`src/rtl/vmem_uop_sequencer.sv`:
```
// Fetch-side micro-op sequencer: scalar instructions pass straight through,
// vector loads/stores are expanded into one scalar micro-op per element.
//
// state | meaning
// IDLE  | output slot free to take a new instruction from fetch
// ISSUE | emitting the remaining elements of a latched vector op
module vmem_uop_sequencer #(
  parameter int unsigned MAX_VLEN = 8,
  parameter int unsigned IDX_W    = 5,
  parameter int unsigned OFF_W    = 16,
  parameter bit          DESCEND  = 1'b1,
  parameter logic [5:0]  OP_LW_V  = 6'h30,
  parameter logic [5:0]  OP_SW_V  = 6'h38,
  parameter logic [5:0]  OP_LWS_V = 6'h31,
  parameter logic [5:0]  OP_SWS_V = 6'h39
) (
  input  logic             clk,
  input  logic             rst,
  input  logic             flush,
  input  logic             in_valid,
  output logic             in_ready,
  input  logic [31:0]      instn_in,
  input  logic [31:0]      vlen,
  output logic             out_valid,
  input  logic             out_ready,
  output logic [31:0]      out_instn,
  output logic [IDX_W-1:0] out_elem_idx,
  output logic [OFF_W-1:0] out_offset,
  output logic             out_last,
  output logic             busy
);

  localparam int unsigned PROD_W = IDX_W + 6;

  typedef enum logic {IDLE = 1'b0, ISSUE = 1'b1} state_t;

  state_t           state_q, state_d;
  logic [IDX_W-1:0] rem_q, rem_d;
  logic [5:0]       stride_q, stride_d;
  logic [19:0]      body_q, body_d;
  logic [5:0]       funct_q, funct_d;

  logic             out_valid_d, out_last_d;
  logic [31:0]      out_instn_d;
  logic [IDX_W-1:0] idx_d;
  logic [OFF_W-1:0] off_d;

  logic             adv, accept, is_vec, is_strided;
  logic [5:0]       opcode, in_stride;
  logic [31:0]      eff_len;
  logic [IDX_W-1:0] first_idx, step_idx;

  function automatic logic [OFF_W-1:0] elem_offset(input logic [IDX_W-1:0] idx,
                                                   input logic [5:0] stride);
    logic [PROD_W-1:0] prod;
    prod = PROD_W'(idx) * PROD_W'(stride);
    return OFF_W'(prod);
  endfunction

  // Micro-op: opcode MSB cleared gives the scalar counterpart, shamt carries the index.
  function automatic logic [31:0] make_uop(input logic [19:0] body,
                                           input logic [IDX_W-1:0] idx,
                                           input logic [5:0] funct);
    return {1'b0, body, 5'(idx), funct};
  endfunction

  assign opcode     = instn_in[31:26];
  assign is_strided = (opcode == OP_LWS_V) || (opcode == OP_SWS_V);
  assign is_vec     = is_strided || (opcode == OP_LW_V) || (opcode == OP_SW_V);
  assign eff_len    = (vlen > 32'(MAX_VLEN)) ? 32'(MAX_VLEN) : vlen;
  assign in_stride  = is_strided ? instn_in[5:0] : 6'd1;
  assign first_idx  = DESCEND ? IDX_W'(eff_len - 32'd1) : '0;
  assign step_idx   = DESCEND ? out_elem_idx - IDX_W'(1) : out_elem_idx + IDX_W'(1);

  assign adv      = !out_valid || out_ready;
  assign in_ready = (state_q == IDLE) && adv && !flush;
  assign accept   = in_ready && in_valid;
  assign busy     = (state_q == ISSUE);

  always_comb begin
    state_d     = state_q;
    rem_d       = rem_q;
    stride_d    = stride_q;
    body_d      = body_q;
    funct_d     = funct_q;
    out_valid_d = out_valid;
    out_last_d  = out_last;
    out_instn_d = out_instn;
    idx_d       = out_elem_idx;
    off_d       = out_offset;

    if (flush) begin
      state_d     = IDLE;
      rem_d       = '0;
      out_valid_d = 1'b0;
      out_last_d  = 1'b0;
    end else if (adv) begin
      case (state_q)
        IDLE: begin
          if (!accept) begin
            out_valid_d = 1'b0;
            out_last_d  = 1'b0;
          end else if (!is_vec) begin
            out_valid_d = 1'b1;
            out_last_d  = 1'b1;
            out_instn_d = instn_in;
            idx_d       = '0;
            off_d       = '0;
          end else if (eff_len == 32'd0) begin
            out_valid_d = 1'b0;
            out_last_d  = 1'b0;
          end else begin
            body_d      = instn_in[30:11];
            funct_d     = instn_in[5:0];
            stride_d    = in_stride;
            out_valid_d = 1'b1;
            out_instn_d = make_uop(instn_in[30:11], first_idx, instn_in[5:0]);
            idx_d       = first_idx;
            off_d       = elem_offset(first_idx, in_stride);
            rem_d       = IDX_W'(eff_len - 32'd1);
            if (eff_len > 32'd1) begin
              state_d    = ISSUE;
              out_last_d = 1'b0;
            end else begin
              out_last_d = 1'b1;
            end
          end
        end
        ISSUE: begin
          out_valid_d = 1'b1;
          out_instn_d = make_uop(body_q, step_idx, funct_q);
          idx_d       = step_idx;
          off_d       = elem_offset(step_idx, stride_q);
          rem_d       = rem_q - IDX_W'(1);
          if (rem_q == IDX_W'(1)) begin
            out_last_d = 1'b1;
            state_d    = IDLE;
          end else begin
            out_last_d = 1'b0;
          end
        end
        default: state_d = IDLE;
      endcase
    end
  end

  always_ff @(posedge clk) begin
    if (rst) begin
      state_q      <= IDLE;
      rem_q        <= '0;
      stride_q     <= '0;
      body_q       <= '0;
      funct_q      <= '0;
      out_valid    <= 1'b0;
      out_last     <= 1'b0;
      out_instn    <= '0;
      out_elem_idx <= '0;
      out_offset   <= '0;
    end else begin
      state_q      <= state_d;
      rem_q        <= rem_d;
      stride_q     <= stride_d;
      body_q       <= body_d;
      funct_q      <= funct_d;
      out_valid    <= out_valid_d;
      out_last     <= out_last_d;
      out_instn    <= out_instn_d;
      out_elem_idx <= idx_d;
      out_offset   <= off_d;
    end
  end

endmodule

```
`config.mk`:
```
export PLATFORM = sky130hd
export DESIGN_NAME = vmem_uop_sequencer
export DESIGN_NICKNAME = d
export VERILOG_FILES = /design/src/rtl/vmem_uop_sequencer.sv
export SDC_FILE = /design/constraint.sdc
export NUM_CORES = 1
export LEC_CHECK = 0
export CORE_AREA = 3 3 118 120
export CTS_BUF_LIST = sky130_fd_sc_hd__clkbuf_16
export DETAILED_ROUTE_END_ITERATION = 10
export DIE_AREA = 0 0 121 123
export GPL_ROUTABILITY_DRIVEN = 0
export PLACE_DENSITY = 0.76
export SYNTH_ARGS = -nofsm -noshare
export SYNTH_HDL_FRONTEND = slang
export SYNTH_SLANG_ARGS = --single-unit
```
`constraint.sdc`:
```
create_clock -name clk -period 5.8 [get_ports clk]
set_input_delay 1.16 -clock clk [delete_from_list [all_inputs] [get_ports clk]]
set_output_delay 1.16 -clock clk [all_outputs]
set_load 0.01 [all_outputs]
```
Word level (Yosys, flattened, before mapping)
Index checks and enable logic that the tools add are counted.
Widths: inputs -> output; s select.
Word-level totals
  input bits: 69
  output and inout port bits: 57
  bits in registers: 93
Cells by class
  muxes and demuxes: 33
  $add $sub $neg: 3
  $mul: 2
  $lt $le $gt $ge: 2
  eq/ne operators: 9
  bitwise operators: 3
  reductions and logical operators: 14
Operator list (count)
  $mux 32: 4
  $pmux 32 s2: 1
  $mux 16: 3
  $gt 32x1->1 const B: 1
  $gt 32x4->1 const B: 1
  $logic_not 32->1: 1
  $pmux 16 s2: 1
  $mux 5: 5
  $eq 6x6->1 const B: 4
  $mul 5x6->11: 2
  $pmux 5 s2: 2
  $sub 5x1->5 const B: 3
  $mux 1: 13
  $reduce_and 4->1: 2
  $mux 6: 1
  $ne 2x2->1 const B: 3
  $pmux 1 s2: 3
  $reduce_and 6->1: 1
  $eq 5x1->1 const B: 1
  $logic_or 1x1->1: 4
  $logic_and 1x1->1: 3
  $ne 3x3->1 const B: 1
  $not 1->1: 3
  $logic_not 1->1: 2
  $reduce_or 2->1: 1

Longest topological paths before layout
Gate-level depths: netlist of run 1.
  word-level depth: 8
  mapped depth: 21

Least setup slack after synthesis of run 1
Ideal clock, no wire load.
  path kind: input to register
  from: input port vlen[7]
  to: register out_offset[9]
  slack: 25 ps
  stages: 21
  arrival time: 5643 ps
  path through: nor4_2 > nand4_2 > nor2_1 > nand2_1 > ha_1 > nand2_1 > or3_1 > buf_2 > nor2_1 > fa_1 > fa_1 > inv_1 > fa_1 > inv_1 > ha_1 > nand3_1 > o211ai_1 > o41ai_1 > xnor2_1 > a221oi_1 > nor3_1
Between the ends
  cells in the longest elaborated chain, start to end: 8
  elaborated cells on any way between the ends: 11
  classes of those cells: add/sub: 1; mul: 1; order compare: 1; eq/ne: 1; mux: 5; reduce/logical: 2
RTL lines
  from (decl): line 23  | input logic [31:0] vlen,
  $gt 32x4->1: line 70  | assign eff_len = (vlen > 32'(MAX_VLEN)) ? 32'(MAX_VLEN) : vlen;
  $mux 32 *: line 70
  $sub 5x1->5: line 72  | assign first_idx = DESCEND ? IDX_W'(eff_len - 32'd1) : '0;
  $mul 5x6->11: line 56  | prod = PROD_W'(idx) * PROD_W'(stride);
  $mux 16: line 109  | end else if (eff_len == 32'd0) begin
  $mux 16: line 103  | end else if (!is_vec) begin
  $mux 16: line 100  | if (!accept) begin
  $pmux 16 s2: line 98  | case (state_q)
  to (signal assigned): line 158  | out_offset <= '0;
  to (signal assigned): line 169  | out_offset <= off_d;
  to (decl): line 28  | output logic [OFF_W-1:0] out_offset,
Every way passes the cells marked *; elsewhere a longest branch is shown, timed or not. The select of a mux whose other input is x is not followed.
A chain may end at the register's enable or synchronous reset.

Final worst setup path of run 1
  from: input port vlen[12]
  to: register out_offset[9]
The elaborated chain is that of the path after synthesis.

==> summary.txt, run 1 <==
Job
  – Max Cap Viol: 0

Logic synthesis
  – Post-Synth Adder-Cell Area: between 10% and 20%
  – Compound-cell area share of the yosys netlist: 15.6%
  – Sequential share of the synthesized area: 30.5%
  – Synthesis Warnings: 0
  – Number of enable flip-flop cells after synthesis: 0
  – Fraction of registers with async set/reset: 0%
  – Combinational family with the most area after synthesis: simple AND/OR/NAND/NOR gates
  – Seq cells post-synth: 88
  – Syn avg cell area: 8.38 um2
  – Simple-Gate Fraction of Synth Area: 22.3%
  – XOR/XNOR Fraction of Synth Area: 3.03%
  – Mux cell area share after synthesis: 5.03%
  – Dominant synthesized flop cell: dfxtp_1
  – Netlist Area Pre-Place: 0.00577 mm2
  – Syn Inst Count: 689
  – Library cells used by synthesis: 56

Global routing
  – Vias in the first global route: 4872
  – GRT overflow: 0
  – Initial antenna violation count: 0
  – Overall Global Routing Usage: around a fifth
  – First-pass GRT wire length: approximately 23 mm
  – Largest net degree at the start of global routing: 46

Floorplan
  – Die W: 121 um
  – Die area: 0.0149 mm2
  – IO Pins: 126
  – Die Y: ~120 um
  – Initial core utilization: 44.1%
  – # rows: 42
  – Core region area: 0.0131 mm2

Placed design
  – Detailed-placement wirelength estimate: 11.0 mm
  – IO buf count: 120

Worst setup path
  – CP Launch Type: input port
  – Slowest stage delay, CP: 0.53 ns
  – Setup crit end kind: flip-flop
  – Crit-path most repeated cell: fa_1
  – Buf/Inv on CP: 3
  – Slowest CP cell: fa_1
  – Crit-path cells: clkdlybuf4s50_1 -> nor4_2 -> nand4_2 -> buf_6 -> nor3_4 -> xor2_4 -> nand3_2 -> fa_1 -> fa_1 -> fa_1 -> inv_1 -> ha_4 -> nand3_1 -> o211ai_1 -> o41ai_2 -> xnor2_1 -> a221oi_1 -> nor3_1
  – WS Path Type: input port to flip-flop
  – WP data required: 5.99 ns
  – Crit Path Max Fanout: 4
  – Worst EP arrival: 5.87 ns
  – Crit path max-delay family: adder cells

Clocking
  – Worst skew pair latency: between 0.3 and 0.4 ns
  – Clk sinks: 88
  – Clock root buffer: clkbuf_16
  – Worst-path clk slew: 0.07 ns
  – CTS buffer count: 9
  – Htree depth: 3
  – Hold buffers post-CTS: 0
  – CTS max path bufs: 2
  – CTS tree: built

Worst hold path
  – Hold WC Path Type: flip-flop to flip-flop

Detailed routing
  – # DRC: 0
  – Total Wirelength: 15.2 mm
  – Via Count: 5326
  – WL per Instance: 15.2 um
  – DR pass1 iterations: 4
  – Number of DRC markers in iteration 0: 426
  – Post-DRT Antenna Nets: 0
  – Routed vias/inst: ~5.3

Power
  – Leakage: around 3 nW
  – Peak VDD IR: 0.129 mV
  – P per Cell Area: 185 mW/mm2

Outcome
  – Status: complete, no violations

Cells and area
  – Reg area: 0.00176 mm2
  – P&R area growth vs syn: 35.3%
  – Utilization after layout: 59.7%
  – Ant. Diodes: 0
  – Share of cells above drive strength 1: 11.4%
  – Fill cells: 1126
  – Nets: around 950
  – Area of the multi-input gates: 0.00391 mm2

STA
  – Final clock skew: 0.00855 ns
  – Slew Limit Fails: 0
  – Worst Hold Slack: 0.453 ns
  – Final Cycle Share: 97.9%
  – Crit path time final: ~5.7 ns
  – Total count of hold-check failures in the final report: 0
  – Final setup vio count: 0
  – Worst slew pin tran: roughly 1.1 ns
  – Slew HR: a little under 30%
  – Max Freq: between 150 and 200 MHz
final timing paths:
path                            slack, ns  cells after the start            start             end
worst max-delay path                 0.12                     18         vlen[12]   out_offset[9]
worst max register to register       0.89                     16  out_elem_idx[0]  out_offset[10]
worst min-delay path                 0.45                      2       body_q[18]      body_q[18]
worst min register to register       0.45                      2       body_q[18]      body_q[18]
worst reg2reg max path, delay by kind of cell (launching register included):
kind	cells	cell delay, ns
fa+ha+maj	5	2.21
compound gates	5	0.97
xor+xnor	2	0.77
flops	1	0.42
simple gates	2	0.26
buf+inv	2	0.21
Yosys cell counts (6+ instances only):
master | count | area, um2
a211oi_1 | 38 | 285
a21oi_1 | 44 | 220
and2_1 | 7 | 43.8
buf_2 | 7 | 35.0
clkbuf_1 | 26 | 97.6
dfxtp_1 | 88 | 1760
fa_1 | 24 | 480
ha_1 | 43 | 538
inv_1 | 39 | 146
mux2i_1 | 29 | 290
nand2_1 | 83 | 312
nand3_1 | 16 | 80.1
nor2_1 | 101 | 379
nor2b_1 | 10 | 62.6
nor3_1 | 13 | 65.1
nor3_2 | 8 | 80.1
nor4_2 | 6 | 75.1
o21ai_0 | 11 | 55.1
xnor2_1 | 12 | 105
xor2_1 | 8 | 70.1
state kept, by name, indices dropped and copies added, names as in the netlist:
name and cells:
body_q 20, busy 1, funct_q 6, out_elem_idx 5, out_instn 32, out_last 1, out_offset 11, out_valid 1
rem_q 5, stride_q 6
per-layer routing:
metal | up-vias | track usage [%] | wire length (um)
met2 | 186 | 30.9 | 7090
met4 | 0 | 5.52 | 301
li1 | 2631 | - | -
met3 | 23 | 3.75 | 1090
met1 | 2486 | 26.9 | 6720
met5 | - | 0 | 0
cells by family (layout without fill, tap and decap cells):
| group | Yosys count | in the layout |
|---|---|---|
| other cells | 1 | 5 |
| simple gates | 269 | 269 |
| flops | 88 | 88 |
| mux | 29 | 29 |
| buf+inv | 80 | 210 |
| xor+xnor | 20 | 20 |
| fa+ha+maj | 67 | 67 |
| compound gates | 135 | 135 |
power breakdown:
group          switching, mW  total [mW]  internal [mW]
Sequential            0.0137       0.641          0.627
Combinational          0.108       0.223          0.116
Clock                  0.247       0.582          0.335
placed cells by master (no fill, tap or decap), types with 4 or more instances in the layout:
cell             netlist  layout
a21oi_1               44      43
inv_1                 39      40
fa_1                  24      24
and2_1                 7       7
nand2_1               83      80
clkbuf_16              0       9
nor3_2                 8       8
a211oi_1              38      37
conb_1                 1       5
dfxtp_1               88      87
nand2b_1               4       4
nor2b_1               10      10
o21ai_0               11      11
ha_1                  43      40
xnor2_1               12      11
mux2i_1               29      29
nor3_1                13      12
nor2_1               101      99
nor4_4                 0       4
o21bai_1               4       4
nand3_1               16      15
xor2_1                 8       7
buf_4                  5      31
clkdlybuf4s50_1        0     118
a22oi_1                5       5
final cells by class:
class                      instances  share of cell area [%]
clock buffer                       9                    2.88
clock inverter                     7                   0.929
inverter                          40                    1.92
multi-input combinational        525                    50.0
sequential                        88                    22.6
tap                              176                    2.82
timing repair buffer             154                    18.9
per-stage QoR:
stage / TNS, ns / std cells / instance area, um2 / total power, mW / setup WS (ns)
3_5_place_dp: -1.63 / 979 / 7290 / 0.871 / -0.400
3_3_place_gp: -0.811 / 979 / 7290 / 0.869 / -0.247
4_1_cts: 0 / 998 / 7620 / 1.45 / 0.00684
5_1_grt: -0.229 / 999 / 7810 / 1.50 / -0.101
2_1_floorplan: 0 / 693 / 5790 / 0.751 / 0.0253
6_report: 0 / 999 / 7810 / 1.45 / 0.120
what timing repair did:
| action | in CTS | in global routing |
|---|---|---|
| pin swaps | 4 | 20 |
| buffers inserted | 3 | 1 |
| resized for setup | 2 | 29 |
| endpoints found under the setup margin | 2 | 5 |
No activity file was read; power rests on OpenSTA's default activity.
==> run 2: changes to the inputs <==
CELL_PAD_IN_SITES_DETAIL_PLACEMENT = 1   (was not set)
CELL_PAD_IN_SITES_GLOBAL_PLACEMENT = 2   (was not set)
CORE_AREA = 3 3 151 153   (was 3 3 118 120)
DIE_AREA = 0 0 154 156   (was 0 0 121 123)
PLACE_DENSITY = 0.77   (was 0.76)
==> run 2 against run 1 <==
Compared with the run above: count of clock-buffer cells in the layout stayed put; combinational power is 4% higher; clock power is 9.6% higher; non-clock buffer count is 9 higher; utilization is 23 points lower; cell count is 11% higher; routed wire length is 18% higher; sequential power hardly changed; global-route usage is 4.7 points lower; largest power group unchanged; hold slack better by 0.0038 ns; clock skew hardly changed; power is 4.4% higher.
==> summary.txt, run 2 (synthesis results as in run 1) <==
Outcome
  – Status: complete, no violations (unchanged)

Power
  – Leakage: 3.14 nW (was 3.07 nW)
  – Peak VDD IR: 0.102 mV (was 0.129 mV)
  – P per Cell Area: 188 mW/mm2 (was 185 mW/mm2)
  – Design Power: 1.51 mW (was 1.45 mW)

STA
  – Final clock skew: 0.00835 ns (was 0.00855 ns)
  – Worst slew pin tran: 1.07 ns (was 1.05 ns)
  – Max Freq: 179 MHz (was 176 MHz)
  – Post-route setup slack: 0.201 ns (was 0.120 ns)
  – Total count of hold-check failures in the final report: 0 (unchanged)
  – Final setup vio count: 0 (unchanged)
  – Slew HR: 28.3% (was 29.4%)
  – Worst Hold Slack: 0.457 ns (was 0.453 ns)
  – Slew Limit Fails: 0 (unchanged)
  – Final Cycle Share: 96.5% (was 97.9%)
  – Crit path time final: 5.60 ns (was 5.68 ns)
  – Setup TNS: 0 ns (unchanged)

Detailed routing
  – Routed wl met3: 774 um (was 1.09 mm)
  – Number of DRC markers in iteration 0: 245 (was 426)
  – Via Count: 5387 (was 5326)
  – Total Wirelength: 17.9 mm (was 15.2 mm)
  – # DRC: 0 (unchanged)
  – Routed vias/inst: 4.85 (was 5.33)
  – Metal-1 WL: 8.43 mm (was 6.72 mm)
  – DR pass1 iterations: 5 (was 4)
  – Post-DRT Antenna Nets: 0 (unchanged)
  – WL per Instance: 16.1 um (was 15.2 um)
  – Met2 wire len: 8.51 mm (was 7.09 mm)
  – Max Used Layer: met4 (unchanged)

Worst setup path
  – Crit Path Max Fanout: 5 (was 4)
  – Slowest stage delay, CP: 0.54 ns (was 0.53 ns)
  – Slowest CP cell: fa_1 (unchanged)
  – Crit-path cells: clkdlybuf4s50_1 -> nor4_4 -> nand4_2 -> buf_4 -> or3_4 -> nor2_2 -> fa_1 -> fa_1 -> inv_1 -> fa_1 -> inv_1 -> ha_4 -> nand3_1 -> o211ai_1 -> o41ai_2 -> xnor2_1 -> a221oi_2 -> nor3_1 (was clkdlybuf4s50_1 -> nor4_2 -> nand4_2 -> buf_6 -> nor3_4 -> xor2_4 -> nand3_2 -> fa_1 -> fa_1 -> fa_1 -> inv_1 -> ha_4 -> nand3_1 -> o211ai_1 -> o41ai_2 -> xnor2_1 -> a221oi_1 -> nor3_1)
  – CP Launch Point: vlen[21] (was vlen[12])
  – Crit-path most repeated cell: fa_1 (unchanged)
  – WP data required: 6.01 ns (was 5.99 ns)
  – Worst path depth: 18 (unchanged)
  – Buf/Inv on CP: 4 (was 3)
  – Crit path max-delay family: adder cells (unchanged)
  – WS Path Type: input port to flip-flop (unchanged)
  – Worst EP arrival: 5.81 ns (was 5.87 ns)
  – CP Launch Type: input port (unchanged)
  – Reg2reg path depth: 15 (was 16)
  – R2R Path Start: out_elem_idx[0] (unchanged)
  – Setup crit end kind: flip-flop (unchanged)

Floorplan
  – Initial core utilization: 26.6% (was 44.1%)
  – Die W: 154 um (was 121 um)
  – Die Y: 156 um (was 123 um)
  – IO Pins: 126 (unchanged)
  – Die area: 0.0240 mm2 (was 0.0149 mm2)
  – Core region area: 0.0217 mm2 (was 0.0131 mm2)
  – # rows: 54 (was 42)

Clocking
  – Clk sinks: 88 (unchanged)
  – CTS tree: built (unchanged)
  – CTS buffer count: 9 (unchanged)
  – Worst skew pair latency: 0.35 ns (was 0.34 ns)
  – Clock root buffer: clkbuf_16 (unchanged)
  – CTS max path bufs: 2 (unchanged)
  – Worst-path clk slew: 0.07 ns (about the same)
  – Htree depth: 3 (unchanged)

Job
  – Max Cap Viol: 0 (unchanged)

Placed design
  – Dpl cell area: 0.00746 mm2 (was 0.00729 mm2)
  – IO buf count: 120 (unchanged)
  – Pre-CTS setup slack: -0.467 ns (was -0.400 ns)
  – Placed cells: 1090 (was 979)
  – Detailed-placement wirelength estimate: 13.3 mm (was 11.0 mm)

Cells and area
  – Final Cell Area: 0.00801 mm2 (was 0.00781 mm2)
  – Commonest cells after routing, fill and taps aside: 113 x clkdlybuf4s50_1, 98 x nor2_1, 87 x dfxtp_1 (was 118 x clkdlybuf4s50_1, 99 x nor2_1, 87 x dfxtp_1)
  – Share of cells above drive strength 1: 12.3% (was 11.4%)
  – Fill cells: 2511 (was 1126)
  – Most common cell after layout, fill and taps aside: clkdlybuf4s50_1 (unchanged)
  – Nets: 963 (was 954)
  – Utilization after layout: 37.0% (was 59.7%)
  – Max reg flops: 32 (unchanged)
  – P&R area growth vs syn: 38.8% (was 35.3%)
  – Ant. Diodes: 0 (unchanged)
  – Finished Layout Cells: 1111 (was 999)
  – Biggest regs: out_instn: 32 flops, body_q: 20 flops, out_offset: 11 flops (unchanged)
  – Biggest register: out_instn (unchanged)

Global routing
  – First-pass GRT wire length: 28.7 mm (was 23.5 mm)
  – Overall Global Routing Usage: 14.7% (was 19.4%)
  – GRT overflow: 0 (unchanged)
  – Largest net degree at the start of global routing: 53 (was 46)
  – Initial antenna violation count: 0 (unchanged)
  – Vias in the first global route: 5531 (was 4872)

Worst hold path
  – Min-delay src: funct_q[2] (was body_q[18])
  – Hold depth: 2 (unchanged)
  – Hold WC Path Type: flip-flop to flip-flop (unchanged)
## run 2: worst register-to-register path, delay by kind of cell, from the launching register on
family | cells | cell delay [ns]
buffers and inverters | 2 | 0.21
XOR/XNOR | 2 | 0.75
flip-flops | 1 | 0.31
AO/OA/AOI/OAI | 5 | 1.10
adder cells (fa/ha/maj) | 4 | 1.97
AND/OR/NAND/NOR | 2 | 0.39
## run 2: area by class of cell
| class | instances | area [um2] | area share, % |
|---|---|---|---|
| repair buffers | 163 | 1530 | 19.1 |
| inverters | 40 | 150 | 1.87 |
| clock buffers | 9 | 225 | 2.81 |
| flip-flops and latches | 88 | 1760 | 22.0 |
| well taps | 280 | 350 | 4.37 |
| clock inverters | 6 | 92.6 | 1.16 |
| multi-input cells | 525 | 3900 | 48.6 |
## run 2: what timing repair did
| item | in CTS | in global routing |
|---|---|---|
| buffers inserted | 4 | 2 |
| pin swaps | 6 | 21 |
| resized for setup | 3 | 30 |
| hold buffers | 0 | 0 |
| endpoints found under the setup margin | 2 | 6 |
## run 2: metal layers
metal  up-vias  GRT usage [%]
met5         -              0
met4         0           3.53
met3        11           2.19
met2       116           24.4
met1      2602           20.2
li1       2658              -
## run 2: final timing paths
check	endpoint	slack [ns]
setup / recovery	out_offset[9]	0.20
hold reg to reg	funct_q[2]	0.46
hold / removal	funct_q[2]	0.46
setup reg to reg	out_offset[10]	0.99
## run 2: where the power goes
group          leakage [nW]  total [mW]  switching (mW)  internal (mW)
Clock                 0.149       0.638           0.260          0.378
Sequential            0.718       0.640          0.0131          0.627
Combinational          2.28       0.232           0.113          0.119
Total                  3.14        1.51           0.386           1.12
==> variant, RTL diff (config.mk and constraints of run 1) <==
Change the parameter `DESCEND` from 1'b1 to 1'b0.
--- a/src/rtl/vmem_uop_sequencer.sv
+++ b/src/rtl/vmem_uop_sequencer.sv
@@ -8,7 +8,7 @@
   parameter int unsigned MAX_VLEN = 8,
   parameter int unsigned IDX_W    = 5,
   parameter int unsigned OFF_W    = 16,
-  parameter bit          DESCEND  = 1'b1,
+  parameter bit          DESCEND  = 1'b0,
   parameter logic [5:0]  OP_LW_V  = 6'h30,
   parameter logic [5:0]  OP_SW_V  = 6'h38,
   parameter logic [5:0]  OP_LWS_V = 6'h31,
Function: changed (a bounded check fails within 4 cycles, from zero or initial values and one cycle with rst high).
==> variant against run 1 <==
Sequential power shrank 2%. Total power shrank 4.0%. Synthesized area shrank 7.9%. Die area is the same. Register-to-register slack gained 0.19 ns. Sequential cell count is the same. Global-route usage grew 0.83 points. Routed wire length shrank 3.9%. Clock skew is essentially flat. Worst setup slack gained 0.96 ns. Sequential share of layout area grew 3.2 points. Cell area shrank 12%. Critical path depth shrank 4.
==> variant: results (changes against run 1) <==
| Metric | Value |
|---|---|
| Nets | `799 (was 954)` |
| Clk_skew | `0.00902 ns (was 0.00855 ns)` |
| Rel. slew slack | `41.5% (was 29.4%)` |
| Clock-cell share | `4.22% (was 3.81%)` |
| CP endpoint | `out_offset[7] (was out_offset[9])` |
| Setup Crit Path Kind | `flip-flop to flip-flop (was input port to flip-flop)` |
| Outcome | `complete, no violations (unchanged)` |
| Critical Path Fanout Max | `12 (was 4)` |
| GRT Overall Usage | `20.2% (was 19.4%)` |
| Share of the synthesized area in the top cell type | `33.1% (was 30.5%)` |
| Worst Hold End | `body_q[9] (was body_q[18])` |
| Hold_sp | `body_q[9] (was body_q[18])` |
| Bufs w/o clock | `127 (was 154)` |
| FF-to-FF setup slack | `1.08 ns (was 0.89 ns)` |
| List of most frequent post-synthesis cells | `88 x dfxtp_1, 76 x nand2_1, 68 x a21oi_1, 32 x inv_1, 29 x a211oi_2 (was 101 x nor2_1, 88 x dfxtp_1, 83 x nand2_1, 44 x a21oi_1, 43 x ha_1)` |
| First-pass GRT wire length | `24500 um (was 23500 um)` |
| Arr. time, crit path | `5.00 ns (was 5.87 ns)` |
| Starting DRT DRC Count | `377 (was 426)` |
| Dpl hpwl | `10300 um (was 11000 um)` |
| Syn avg cell area | `8.91 sq um (was 8.38 sq um)` |
| Share of post-route cells with drive strength above 1 | `14.3% (was 11.4%)` |
| Int Pwr | `1.05 mW (was 1.08 mW)` |
| Synth unique cells | `71 (was 56)` |
| Data buffer area share | `18.3% (was 18.9%)` |
| P_clk | `571 uW (was 582 uW)` |
| Vias in the first global route | `5003 (was 4872)` |
| Worst VDD drop | `0.173 mV (was 0.129 mV)` |
| Comb power | `186 uW (was 223 uW)` |
| Avg WL per Cell | `16.7 um (was 15.2 um)` |
variant: cell count changes in the layout (fill, tap and decap cells not counted), moves of 7 or more:
cell      before  now
nor2_1        99   14
a211oi_1      37    0
a211oi_2       1   29
a21oi_1       43   68
a21oi_2        0   24
buf_4         31    8
mux2i_1       29   12
ha_1          40   25
o21ai_0       11   24
fa_1          24   12
nor2b_1       10   18
inv_1         40   33
nor3_2         8    1
variant: per-layer routing:
layer  global-route usage [%]  wire length (um)  vias up
li1                         -                 -     2291
met1                     24.6              6100     2315
met2                     35.6              7310      157
met3                     4.71               970       21
met4                     6.09               225        0
met5                        0                 0        -
variant: through the flow:
| step | hold WS (ns) | worst slack, ns | instance area (sq um) | total power [mW] |
|---|---|---|---|---|
| global placement | 0.450 | 1.33 | 6560 | 0.825 |
| global route | 0.478 | 0.666 | 6850 | 1.44 |
| CTS | 0.472 | 1.09 | 6850 | 1.40 |
| finish | 0.473 | 1.08 | 6850 | 1.39 |
| floorplan | 0.440 | 1.65 | 5340 | 0.732 |
| detailed placement | 0.462 | 1.14 | 6560 | 0.829 |
variant: logic make-up (layout without fill, tap and decap cells):
family	count (synthesis)	count (layout)	share of synthesized area, %
XOR/XNOR	11	11	1.81
AND/OR/NAND/NOR	188	188	19.7
AO/OA/AOI/OAI	180	180	25.1
flip-flops	88	88	33.1
buffers and inverters	78	175	7.06
adder cells (fa/ha/maj)	37	37	10.4
other	1	5	0.0705
multiplexers	14	14	2.68
variant: worst reg2reg max path: cells and delay by family, from the launching register on:
family          cells  cell delay [ns]
fa+ha+maj           5             2.26
buf+inv             1             0.04
xor+xnor            2             0.66
compound gates      3             0.81
flops               1             0.51
simple gates        3             0.37
